### src/rtl/mdu_pkg.sv
// rtl/mdu_pkg.sv - shared op codes, FSM states and sign-fixup helper for mdu_iter
//
// Purpose: common definitions imported by mdu_iter and mdu_div_step.
// Ports:   none (package).
package mdu_pkg;

  localparam logic [1:0] MDU_DIVU  = 2'b00;
  localparam logic [1:0] MDU_DIV   = 2'b01;
  localparam logic [1:0] MDU_MULTU = 2'b10;
  localparam logic [1:0] MDU_MULT  = 2'b11;

  typedef enum logic [1:0] {
    ST_IDLE    = 2'd0,
    ST_DIVZERO = 2'd1,
    ST_ON      = 2'd2,
    ST_END     = 2'd3
  } mdu_state_t;

  function automatic logic op_is_mul(input logic [1:0] op);
    return (op == MDU_MULTU) || (op == MDU_MULT);
  endfunction

  function automatic logic op_is_signed(input logic [1:0] op);
    return (op == MDU_DIV) || (op == MDU_MULT);
  endfunction

  // Decides which halves of the magnitude result must be negated: {hi_neg, lo_neg}.
  // Divide: remainder follows the dividend sign, quotient is negative when signs differ.
  // Multiply: the whole product is negated as one value, so both flags carry the XOR.
  function automatic logic [1:0] fix_signs(input logic is_mul, input logic sign_a,
                                           input logic sign_b);
    logic neg;
    neg = sign_a ^ sign_b;
    if (is_mul) return {neg, neg};
    return {sign_a, neg};
  endfunction

endpackage

### src/rtl/mdu_div_step.sv
// rtl/mdu_div_step.sv - one combinational restoring-division step
//
// Purpose: compare/subtract the divisor from a WIDTH+1-bit partial remainder.
// Ports:
//   part_rem  in   WIDTH+1  shifted partial remainder {rem, next dividend bit}
//   divisor   in   WIDTH    divisor magnitude
//   rem_next  out  WIDTH    next partial remainder (always < divisor, so WIDTH bits suffice)
//   q_bit     out  1        quotient bit produced by this step
module mdu_div_step #(
  parameter int WIDTH = 32
) (
  input  logic [WIDTH:0]   part_rem,
  input  logic [WIDTH-1:0] divisor,
  output logic [WIDTH-1:0] rem_next,
  output logic             q_bit
);
  import mdu_pkg::*;

  logic [WIDTH:0] diff;

  // part_rem < 2*divisor, so a non-negative difference never reaches bit WIDTH;
  // a set MSB therefore means the subtraction borrowed.
  assign diff     = part_rem - {1'b0, divisor};
  assign q_bit    = ~diff[WIDTH];
  assign rem_next = q_bit ? diff[WIDTH-1:0] : part_rem[WIDTH-1:0];

endmodule

### src/rtl/mdu_iter.sv
// rtl/mdu_iter.sv - iterative multiply/divide unit for the EX stage
//
// Purpose: restoring divider (and optional shift-add multiplier) producing {HI,LO}.
// Config macro: MDU_MUL_EN - when defined MULT/MULTU iterate; otherwise they complete
//               immediately with a zero result.
// Ports:
//   clk             in   1        clock, rising edge
//   rst             in   1        asynchronous active-high reset
//   start_i         in   1        request, held until result_ready_o is seen
//   op_i            in   2        00 DIVU, 01 DIV, 10 MULTU, 11 MULT
//   opdata1_i       in   WIDTH    dividend / multiplicand
//   opdata2_i       in   WIDTH    divisor / multiplier
//   annul_i         in   1        abort the running operation
//   busy_o          out  1        high in DIVZERO and ON
//   result_o        out  2*WIDTH  {HI,LO}, valid while result_ready_o
//   result_ready_o  out  1        high in END
//   divzero_o       out  1        divide-by-zero flag, valid with result_ready_o
module mdu_iter #(
  parameter int WIDTH = 32,
  parameter int CNT_W = 6
) (
  input  logic               clk,
  input  logic               rst,
  input  logic               start_i,
  input  logic [1:0]         op_i,
  input  logic [WIDTH-1:0]   opdata1_i,
  input  logic [WIDTH-1:0]   opdata2_i,
  input  logic               annul_i,
  output logic               busy_o,
  output logic [2*WIDTH-1:0] result_o,
  output logic               result_ready_o,
  output logic               divzero_o
);
  import mdu_pkg::*;

  mdu_state_t state_q, state_d;

  logic [CNT_W-1:0]   cnt_q;
  logic               is_mul_q;
  logic               sign_a_q;
  logic               sign_b_q;
  logic               divzero_q;
  // hi_q/lo_q: partial remainder/dividend-quotient for divide, product halves for multiply.
  logic [WIDTH-1:0]   hi_q;
  logic [WIDTH-1:0]   lo_q;
  // opnd_q: divisor magnitude for divide, multiplicand magnitude for multiply.
  logic [WIDTH-1:0]   opnd_q;
  logic [2*WIDTH-1:0] result_q;

  logic               accept;
  logic               last_iter;
  logic               req_mul;
  logic               req_signed;
  logic               req_divzero;
  logic [WIDTH-1:0]   mag_a;
  logic [WIDTH-1:0]   mag_b;

  logic [WIDTH-1:0]   div_rem_next;
  logic               div_q_bit;
  logic [WIDTH-1:0]   div_lo_next;
  logic [WIDTH-1:0]   mul_hi_next;
  logic [WIDTH-1:0]   mul_lo_next;
  logic [WIDTH-1:0]   step_hi;
  logic [WIDTH-1:0]   step_lo;
  logic [1:0]         signs;
  logic [2*WIDTH-1:0] prod;
  logic [2*WIDTH-1:0] final_result;

  assign req_mul     = op_is_mul(op_i);
  assign req_signed  = op_is_signed(op_i);
  assign req_divzero = ~req_mul & (opdata2_i == '0);
  // Magnitudes: negating the most negative value yields its correct unsigned magnitude.
  assign mag_a       = (req_signed & opdata1_i[WIDTH-1]) ? -opdata1_i : opdata1_i;
  assign mag_b       = (req_signed & opdata2_i[WIDTH-1]) ? -opdata2_i : opdata2_i;
  assign last_iter   = (cnt_q == CNT_W'(WIDTH - 1));

  // ---------------------------------------------------------------- FSM
  always_ff @(posedge clk or posedge rst) begin
    if (rst) state_q <= ST_IDLE;
    else     state_q <= state_d;
  end

  always_comb begin
    state_d        = state_q;
    accept         = 1'b0;
    busy_o         = 1'b0;
    result_ready_o = 1'b0;
    result_o       = '0;
    divzero_o      = 1'b0;
    case (state_q)
      ST_IDLE: begin
        if (start_i && !annul_i) begin
          accept = 1'b1;
          if (req_divzero) begin
            state_d = ST_DIVZERO;
          end else begin
`ifdef MDU_MUL_EN
            state_d = ST_ON;
`else
            // No multiply datapath: answer at once so EX cannot deadlock.
            state_d = req_mul ? ST_END : ST_ON;
`endif
          end
        end
      end
      ST_DIVZERO: begin
        busy_o  = 1'b1;
        state_d = annul_i ? ST_IDLE : ST_END;
      end
      ST_ON: begin
        busy_o = 1'b1;
        if (annul_i)        state_d = ST_IDLE;
        else if (last_iter) state_d = ST_END;
      end
      ST_END: begin
        result_ready_o = 1'b1;
        result_o       = result_q;
        divzero_o      = divzero_q;
        if (!start_i) state_d = ST_IDLE;
      end
      default: state_d = ST_IDLE;
    endcase
  end

  // ---------------------------------------------------------------- datapath
  mdu_div_step #(.WIDTH(WIDTH)) u_div_step (
    .part_rem (({hi_q, lo_q[WIDTH-1]})),
    .divisor  (opnd_q),
    .rem_next (div_rem_next),
    .q_bit    (div_q_bit)
  );

  // Dividend bits leave at the top of lo_q while quotient bits enter at the bottom.
  assign div_lo_next = {lo_q[WIDTH-2:0], div_q_bit};

`ifdef MDU_MUL_EN
  logic [WIDTH:0] mul_sum;

  // Shift-add: add multiplicand when the current multiplier LSB is set, then shift
  // the whole {carry, hi, lo} right by one so product bits fill lo from the top.
  always_comb begin
    mul_sum     = {1'b0, hi_q} + (lo_q[0] ? {1'b0, opnd_q} : '0);
    mul_hi_next = mul_sum[WIDTH:1];
    mul_lo_next = {mul_sum[0], lo_q[WIDTH-1:1]};
  end
`else
  assign mul_hi_next = '0;
  assign mul_lo_next = '0;
`endif

  assign step_hi = is_mul_q ? mul_hi_next : div_rem_next;
  assign step_lo = is_mul_q ? mul_lo_next : div_lo_next;

  // Sign fix-up is applied to the outcome of the final iteration in the same cycle.
  always_comb begin
    signs = fix_signs(is_mul_q, sign_a_q, sign_b_q);
    prod  = {step_hi, step_lo};
    if (is_mul_q)
      final_result = signs[0] ? -prod : prod;
    else
      final_result = {(signs[1] ? -step_hi : step_hi), (signs[0] ? -step_lo : step_lo)};
  end

  always_ff @(posedge clk or posedge rst) begin
    if (rst) begin
      cnt_q     <= '0;
      is_mul_q  <= 1'b0;
      sign_a_q  <= 1'b0;
      sign_b_q  <= 1'b0;
      divzero_q <= 1'b0;
      hi_q      <= '0;
      lo_q      <= '0;
      opnd_q    <= '0;
      result_q  <= '0;
    end else if (accept) begin
      cnt_q     <= '0;
      is_mul_q  <= req_mul;
      sign_a_q  <= req_signed & opdata1_i[WIDTH-1];
      sign_b_q  <= req_signed & opdata2_i[WIDTH-1];
      divzero_q <= req_divzero;
      hi_q      <= '0;
      result_q  <= '0;
      if (req_mul) begin
        lo_q   <= mag_b;
        opnd_q <= mag_a;
      end else begin
        lo_q   <= mag_a;
        opnd_q <= mag_b;
      end
    end else if (state_q == ST_ON) begin
      cnt_q <= cnt_q + CNT_W'(1);
      hi_q  <= step_hi;
      lo_q  <= step_lo;
      if (last_iter) result_q <= final_result;
    end
  end

endmodule
### config.mk
export PLATFORM = sky130hd
export DESIGN_NAME = mdu_iter
export DESIGN_NICKNAME = d
export VERILOG_FILES = /design/src/rtl/mdu_pkg.sv /design/src/rtl/mdu_div_step.sv /design/src/rtl/mdu_iter.sv
export SDC_FILE = /design/constraint.sdc
export NUM_CORES = 1
export LEC_CHECK = 0
export CAP_MARGIN = 30
export CORE_AREA = 8 8 186 188
export DETAILED_ROUTE_END_ITERATION = 8
export DIE_AREA = 0 0 194 196
export GPL_ROUTABILITY_DRIVEN = 0
export PLACE_DENSITY = 0.66
export SLEW_MARGIN = 20
export SYNTH_ARGS = -nofsm -noshare
export SYNTH_HDL_FRONTEND = slang
export SYNTH_SLANG_ARGS = --single-unit
### constraint.sdc
create_clock -name clk -period 17.45 [get_ports clk]
set_input_delay 3.49 -clock clk [delete_from_list [all_inputs] [get_ports clk]]
set_output_delay 3.49 -clock clk [all_outputs]
set_load 0.02 [all_outputs]
* Yosys cells after proc, flatten, opt, wreduce, memory -nomap -nowiden
Cells that the tools add are included.
** Operators by class
- Mux-type cells :: 37
- Reduce and logical (&&, ||, !) cells :: 11
- Equality and inequality tests :: 10
- Bitwise logic cells :: 6
- Add/sub/neg operators :: 7
** Operator list (number)
- 32-bit two-way mux :: 13
- 64-bit two-way mux :: 6
- 32-bit negator :: 4
- 64-bit negator :: 1
- 33-bit by 32-bit subtractor with 33-bit output :: 1
- 32-bit zero test :: 1
- 2-bit two-way mux :: 8
- 6-bit two-way mux :: 2
- 2-bit equality test, second input constant :: 4
- 2-bit case mux with 4 select lines :: 1
- 1-bit two-way mux :: 7
- 6-bit by 1-bit adder with 6-bit output, second input constant :: 1
- 6-bit by 5-bit equality test with 1-bit output, second input constant :: 1
- 2-bit by 1-bit equality test with 1-bit output, second input constant :: 2
- 2-bit inequality test, second input constant :: 2
- 2-bit nonzero test :: 2
- 1-bit AND :: 3
- 3-bit inequality test, second input constant :: 1
- 3-bit AND reduction :: 1
- 2-bit zero test :: 1
- 1-bit logical OR :: 2
- 1-bit inverter :: 2
- 2-bit AND reduction :: 1
- 2-bit OR reduction :: 1
- 3 further kinds :: 3
** Word-level totals
- Bits in registers :: 172
- Input bits :: 70
- Logic and storage cells :: 81

* Longest topological paths before layout
- Depth in word-level cells :: 9
- Mapped depth :: 25

* Modules after synthesis
From an unflattened synthesis, not the netlist that was laid out.
** Second synthesis, totals
- Cell total of the unflattened synthesis :: 1644
- Area total of the unflattened synthesis :: 13489.2 um2
** Modules (own cells, without submodules)
- mdu_iter :: cells each 1335, area an instance 11172.0 um2, times used 1
- mdu_div_step :: cells each 309, area an instance 2317.2 um2, times used 1

* Worst setup path before layout
No wires, ideal clock.
- Path kind :: input to register
- From :: input port opdata2_i[6]
- To :: register lo_q[30]
- Arrival time :: 5763 ps
- Setup slack :: 11551 ps
- Cell stages on the path :: 11
- Setup time :: 136 ps
- Cell sequence :: or4_1 > nor3_2 > and2_1 > and3b_1 > nand2_1 > or3_1 > o41ai_1 > xor2_1 > nand2_1 > o211ai_1 > o21ai_0
** On the way
- Cells in the longest elaborated chain, start to end :: 4
** Ends and longest elaborated chain
- start, declared :: RTL line mdu_iter.sv:27 : input logic [WIDTH-1:0] opdata2_i,
- 32-bit negator :: RTL line mdu_iter.sv:74 : assign mag_b = (req_signed & opdata2_i[WIDTH-1]) ? -opdata2_i : opdata2_i;
- 32-bit two-way mux :: RTL line mdu_iter.sv:74
- 32-bit two-way mux :: RTL line mdu_iter.sv:183 : if (req_mul) begin
- 32-bit two-way mux :: RTL line mdu_iter.sv:175 : end else if (accept) begin
- end signal, assigned :: RTL line mdu_iter.sv:184 : lo_q <= mag_b;
- end signal, assigned :: RTL line mdu_iter.sv:187 : lo_q <= mag_a;
- end signal, assigned :: RTL line mdu_iter.sv:193 : lo_q <= step_lo;
- end, declared :: RTL line mdu_iter.sv:45 : logic [WIDTH-1:0] lo_q;
No other way between the ends.
A chain may end at the register's enable or synchronous reset.

* Worst setup path in the final report
- From :: input port opdata2_i[2]
- To :: register lo_q[30]
Same word-level chain as after synthesis.

==> impl_results.md <==
- # hold bufs at CTS: 0
- Clk pwr share: 12.6%
- Fin nets: 2,005
- Met2 Use GR: 34.8%
- Most Used Layer, Global Route: met1
- Root Buffer: clkbuf_16
- Vias per std cell: 6.03
- Hold Startpoint: result_q[36]
- Setup TNS: 0 ns
- Syn Std Cell Area: 0.0144 mm^2
- Initial DRC Count: 1,579
- CTS resizes: 0
- Wirelength, routed: 46,600 um
- Area occupied by multi-input gates: 0.00936 mm^2
- Pleak: 6.81 nW
- Pre-CTS setup slack: 10.60 ns
- Comb power frac: 67.1%
- Die Ht: 196 um
- FILL cells: 3,098
- Initial antenna violation count: 2
- Final setup vio count: 0
- Post-synthesis sequential area ratio: 30.0%
- Reg-to-reg startpoint: lo_q[31]
- Syn Nets: 1,946
- # Post-CTS Setup Buffers: 0
- Slew margin rel.: 36.3%
- CP Capture Type: flop
- Avg WL per Cell: 20.1 um
- Worst-Margin Slew: 0.950 ns
- FP Rows: 66
- Status: finished, final reports clean
- Post-route ant nets: 0
- GR Util met1: 35.9%
- Mean Syn Cell Area: 7.83 um^2
- Bufs on Longest Clock Path: 2
- Final instance area: 0.0165 mm^2
- Tmin final: 6.47 ns
- Ant diodes: 0
- Yosys warnings: 0
- Pwr/cell area: 195 mW/mm^2
- Sequential share of power: 20.3%
- Vias: 13,900
- Global-route wire length before repair: 73,800 um
- Critical Path AT: 6.75 ns
- Final hold slack: 0.459 ns
- Num CTS Buffers: 17
- Placeable Area: 0.0319 mm^2
- Leading register cell type out of synthesis: dfrtp_1
- Die area: 0.0380 mm^2
- Cells after DPL: 2,281
- R2R setup slack: 11.31 ns
- Number of synthesized register bits: 172
- Drt pass-1 iters: 6
- Io pins: 137
- Non-Filler Instances: 2,315
- Core Util, Final: 51.9%
- Cell variety after synth: 101
- RSZ-0062 raised after global routing: false
- H-tree depth: 4
- Pint: 1.50 mW
- Gr usage total: 24.0%
- Final Max Slew Viols: 0
- Register Area: 0.00431 mm^2
- CP max FO: 5
- Worst r2r path cells: 22
- Max frequency: 0.154 GHz
- Met3 usage in global routing: 4.85%
- CTS sink count: 172
- EDFF count, synth: 0
- VDD IR max: 101 uV
- Die width: 194 um
- Final period util: 37.1%
- TritonCTS clock tree: done
- Reg-to-reg endpoint: result_q[26]
- Clk Latency, worst-skew pair: 0.45 ns
- Largest net degree at the start of global routing: 91
- I/O Buffers: 136
- Clock skew: 0.00866 ns
- Cell count after synthesis: 1,835
- Switching power share of the total: 53.4%
- Req. time, crit path: 17.73 ns
- Hold path depth: 2
- Final Power: 3.22 mW
- Worst hold endpoint: result_q[36]
- Share of cells above drive strength 1: 6.08%
- Initial Utilization: 45.1%
- CP Launch Type: primary input
- Vias in the first global route: 12,900
- Ys async rst share: 100%
- Dpl hpwl: 35,600 um
- NetSw: 1.72 mW
- Placed inst area: 0.0159 mm^2
- Remaining global-route overflow: 0
- Clock slew at reported path FFs: 0.07 ns
- Worst min-delay path category: flop to flop
- Maxcap violations: 0
- CP Class: primary input to flop
- Residual DRC: 0
- Hold Vio Cnt, Final: 0
- Syn-to-layout area delta: 15.1%
- Setup ws final: 10.98 ns
[synth_stat cells (all sizes together), types with 35 or more instances]
cell type | count | area (um^2)
nor3 | 46 | 257
xnor2 | 59 | 517
dfrtp | 172 | 4300
nor2 | 189 | 741
o211ai | 38 | 290
and2 | 78 | 488
ha | 40 | 500
a21oi | 147 | 754
clkbuf | 78 | 303
xor2 | 54 | 473
inv | 60 | 225
mux2i | 63 | 631
nor2b | 35 | 219
nand2 | 227 | 871
o21ai | 183 | 942
[sequential cells by signal (all words and copies together) (netlist names), 2 cells and up]
| name | flops |
|---|---|
| result_q | 64 |
| opnd_q | 32 |
| hi_q | 32 |
| cnt_q | 6 |
| state_q | 2 |
| lo_q | 32 |
[power by group through the flow]
stage	registers (mW)	logic, mW	clock network [mW]
after floorplan	0.583	1.64	0
after global placement	0.650	2.06	0
after detailed placement	0.654	2.10	0
after CTS	0.647	2.11	0.409
after global routing	0.667	2.35	0.426
final	0.654	2.16	0.405
[metal layers]
layer  wire length, um  share of wire, %
met5                13             0.028
met4               737               1.6
met3              4330               9.3
met2             19800                42
met1             21800                47
[area by class of cell]
type | count | area share (%)
sequential | 172 | 26.1
clock buffer | 17 | 2.57
tap | 408 | 3.09
multi-input combinational | 1491 | 56.6
clock inverter | 15 | 1.14
timing repair buffer | 151 | 9.11
inverter | 61 | 1.42
[placed cells by master (no fill, tap or decap), types with 7 or more instances in the layout]
| master | synthesis | routed |
|---|---|---|
| o21ai_0 | 160 | 160 |
| nand2b_1 | 12 | 12 |
| o21ai_1 | 18 | 18 |
| nor3_1 | 42 | 42 |
| clkbuf_16 | 0 | 17 |
| nand3_1 | 28 | 28 |
| xnor2_1 | 59 | 58 |
| o41ai_1 | 8 | 8 |
| buf_4 | 4 | 12 |
| clkdlybuf4s50_1 | 0 | 135 |
| nor4_1 | 20 | 20 |
| o221ai_1 | 9 | 9 |
| a21boi_0 | 7 | 7 |
| and2_1 | 77 | 77 |
| o31ai_1 | 26 | 26 |
| or3_1 | 23 | 23 |
| nor2_1 | 186 | 185 |
| and3_1 | 9 | 8 |
| a311oi_1 | 11 | 11 |
| inv_1 | 58 | 57 |
| nand4_1 | 11 | 11 |
| xor2_1 | 54 | 53 |
| mux2i_1 | 63 | 63 |
| or4_1 | 11 | 11 |
| a21oi_1 | 142 | 142 |
| a21o_1 | 8 | 8 |
| a211oi_1 | 23 | 23 |
| dfrtp_1 | 172 | 171 |
| ha_1 | 40 | 39 |
| o211ai_1 | 37 | 37 |
| nor2b_1 | 35 | 35 |
| a31oi_1 | 19 | 19 |
| nand2_1 | 225 | 225 |
[worst max-delay path, stage by stage]
cell and delay [ns]:
clkdlybuf4s50_1 0.50, nor4_1 0.64, and2_1 0.26, and2_1 0.20, and3b_1 0.25, nand2_1 0.13
or3_1 0.41, o41ai_1 0.32, xor2_1 0.23, nand2_1 0.08, o211ai_1 0.11, o21ai_0 0.12
[how the worst max path moves through the flow]
stage | startpoint | endpoint | slack (ns) | cells after the start
floorplan | rst | cnt_q[0] | 9.30 | 1
detailed placement | opdata2_i[2] | lo_q[30] | 10.60 | 12
global placement | opdata2_i[2] | lo_q[30] | 10.68 | 12
finish | opdata2_i[2] | lo_q[30] | 10.98 | 12
global route | opdata2_i[6] | lo_q[29] | 10.72 | 12
CTS | opdata2_i[2] | lo_q[30] | 11.07 | 12
[cells by family (layout without fill, tap and decap cells)]
logic type | after synthesis | after routing | share of synthesized area (%)
flip-flops | 172 | 172 | 30.0
XOR/XNOR | 113 | 113 | 6.89
AND/OR/NAND/NOR | 726 | 726 | 25.3
multiplexers | 65 | 65 | 4.55
adder cells (fa/ha/maj) | 41 | 41 | 3.62
buffers and inverters | 172 | 244 | 5.13
AO/OA/AOI/OAI | 546 | 546 | 24.5
Note: power is estimated with default switching activity, not from simulation.
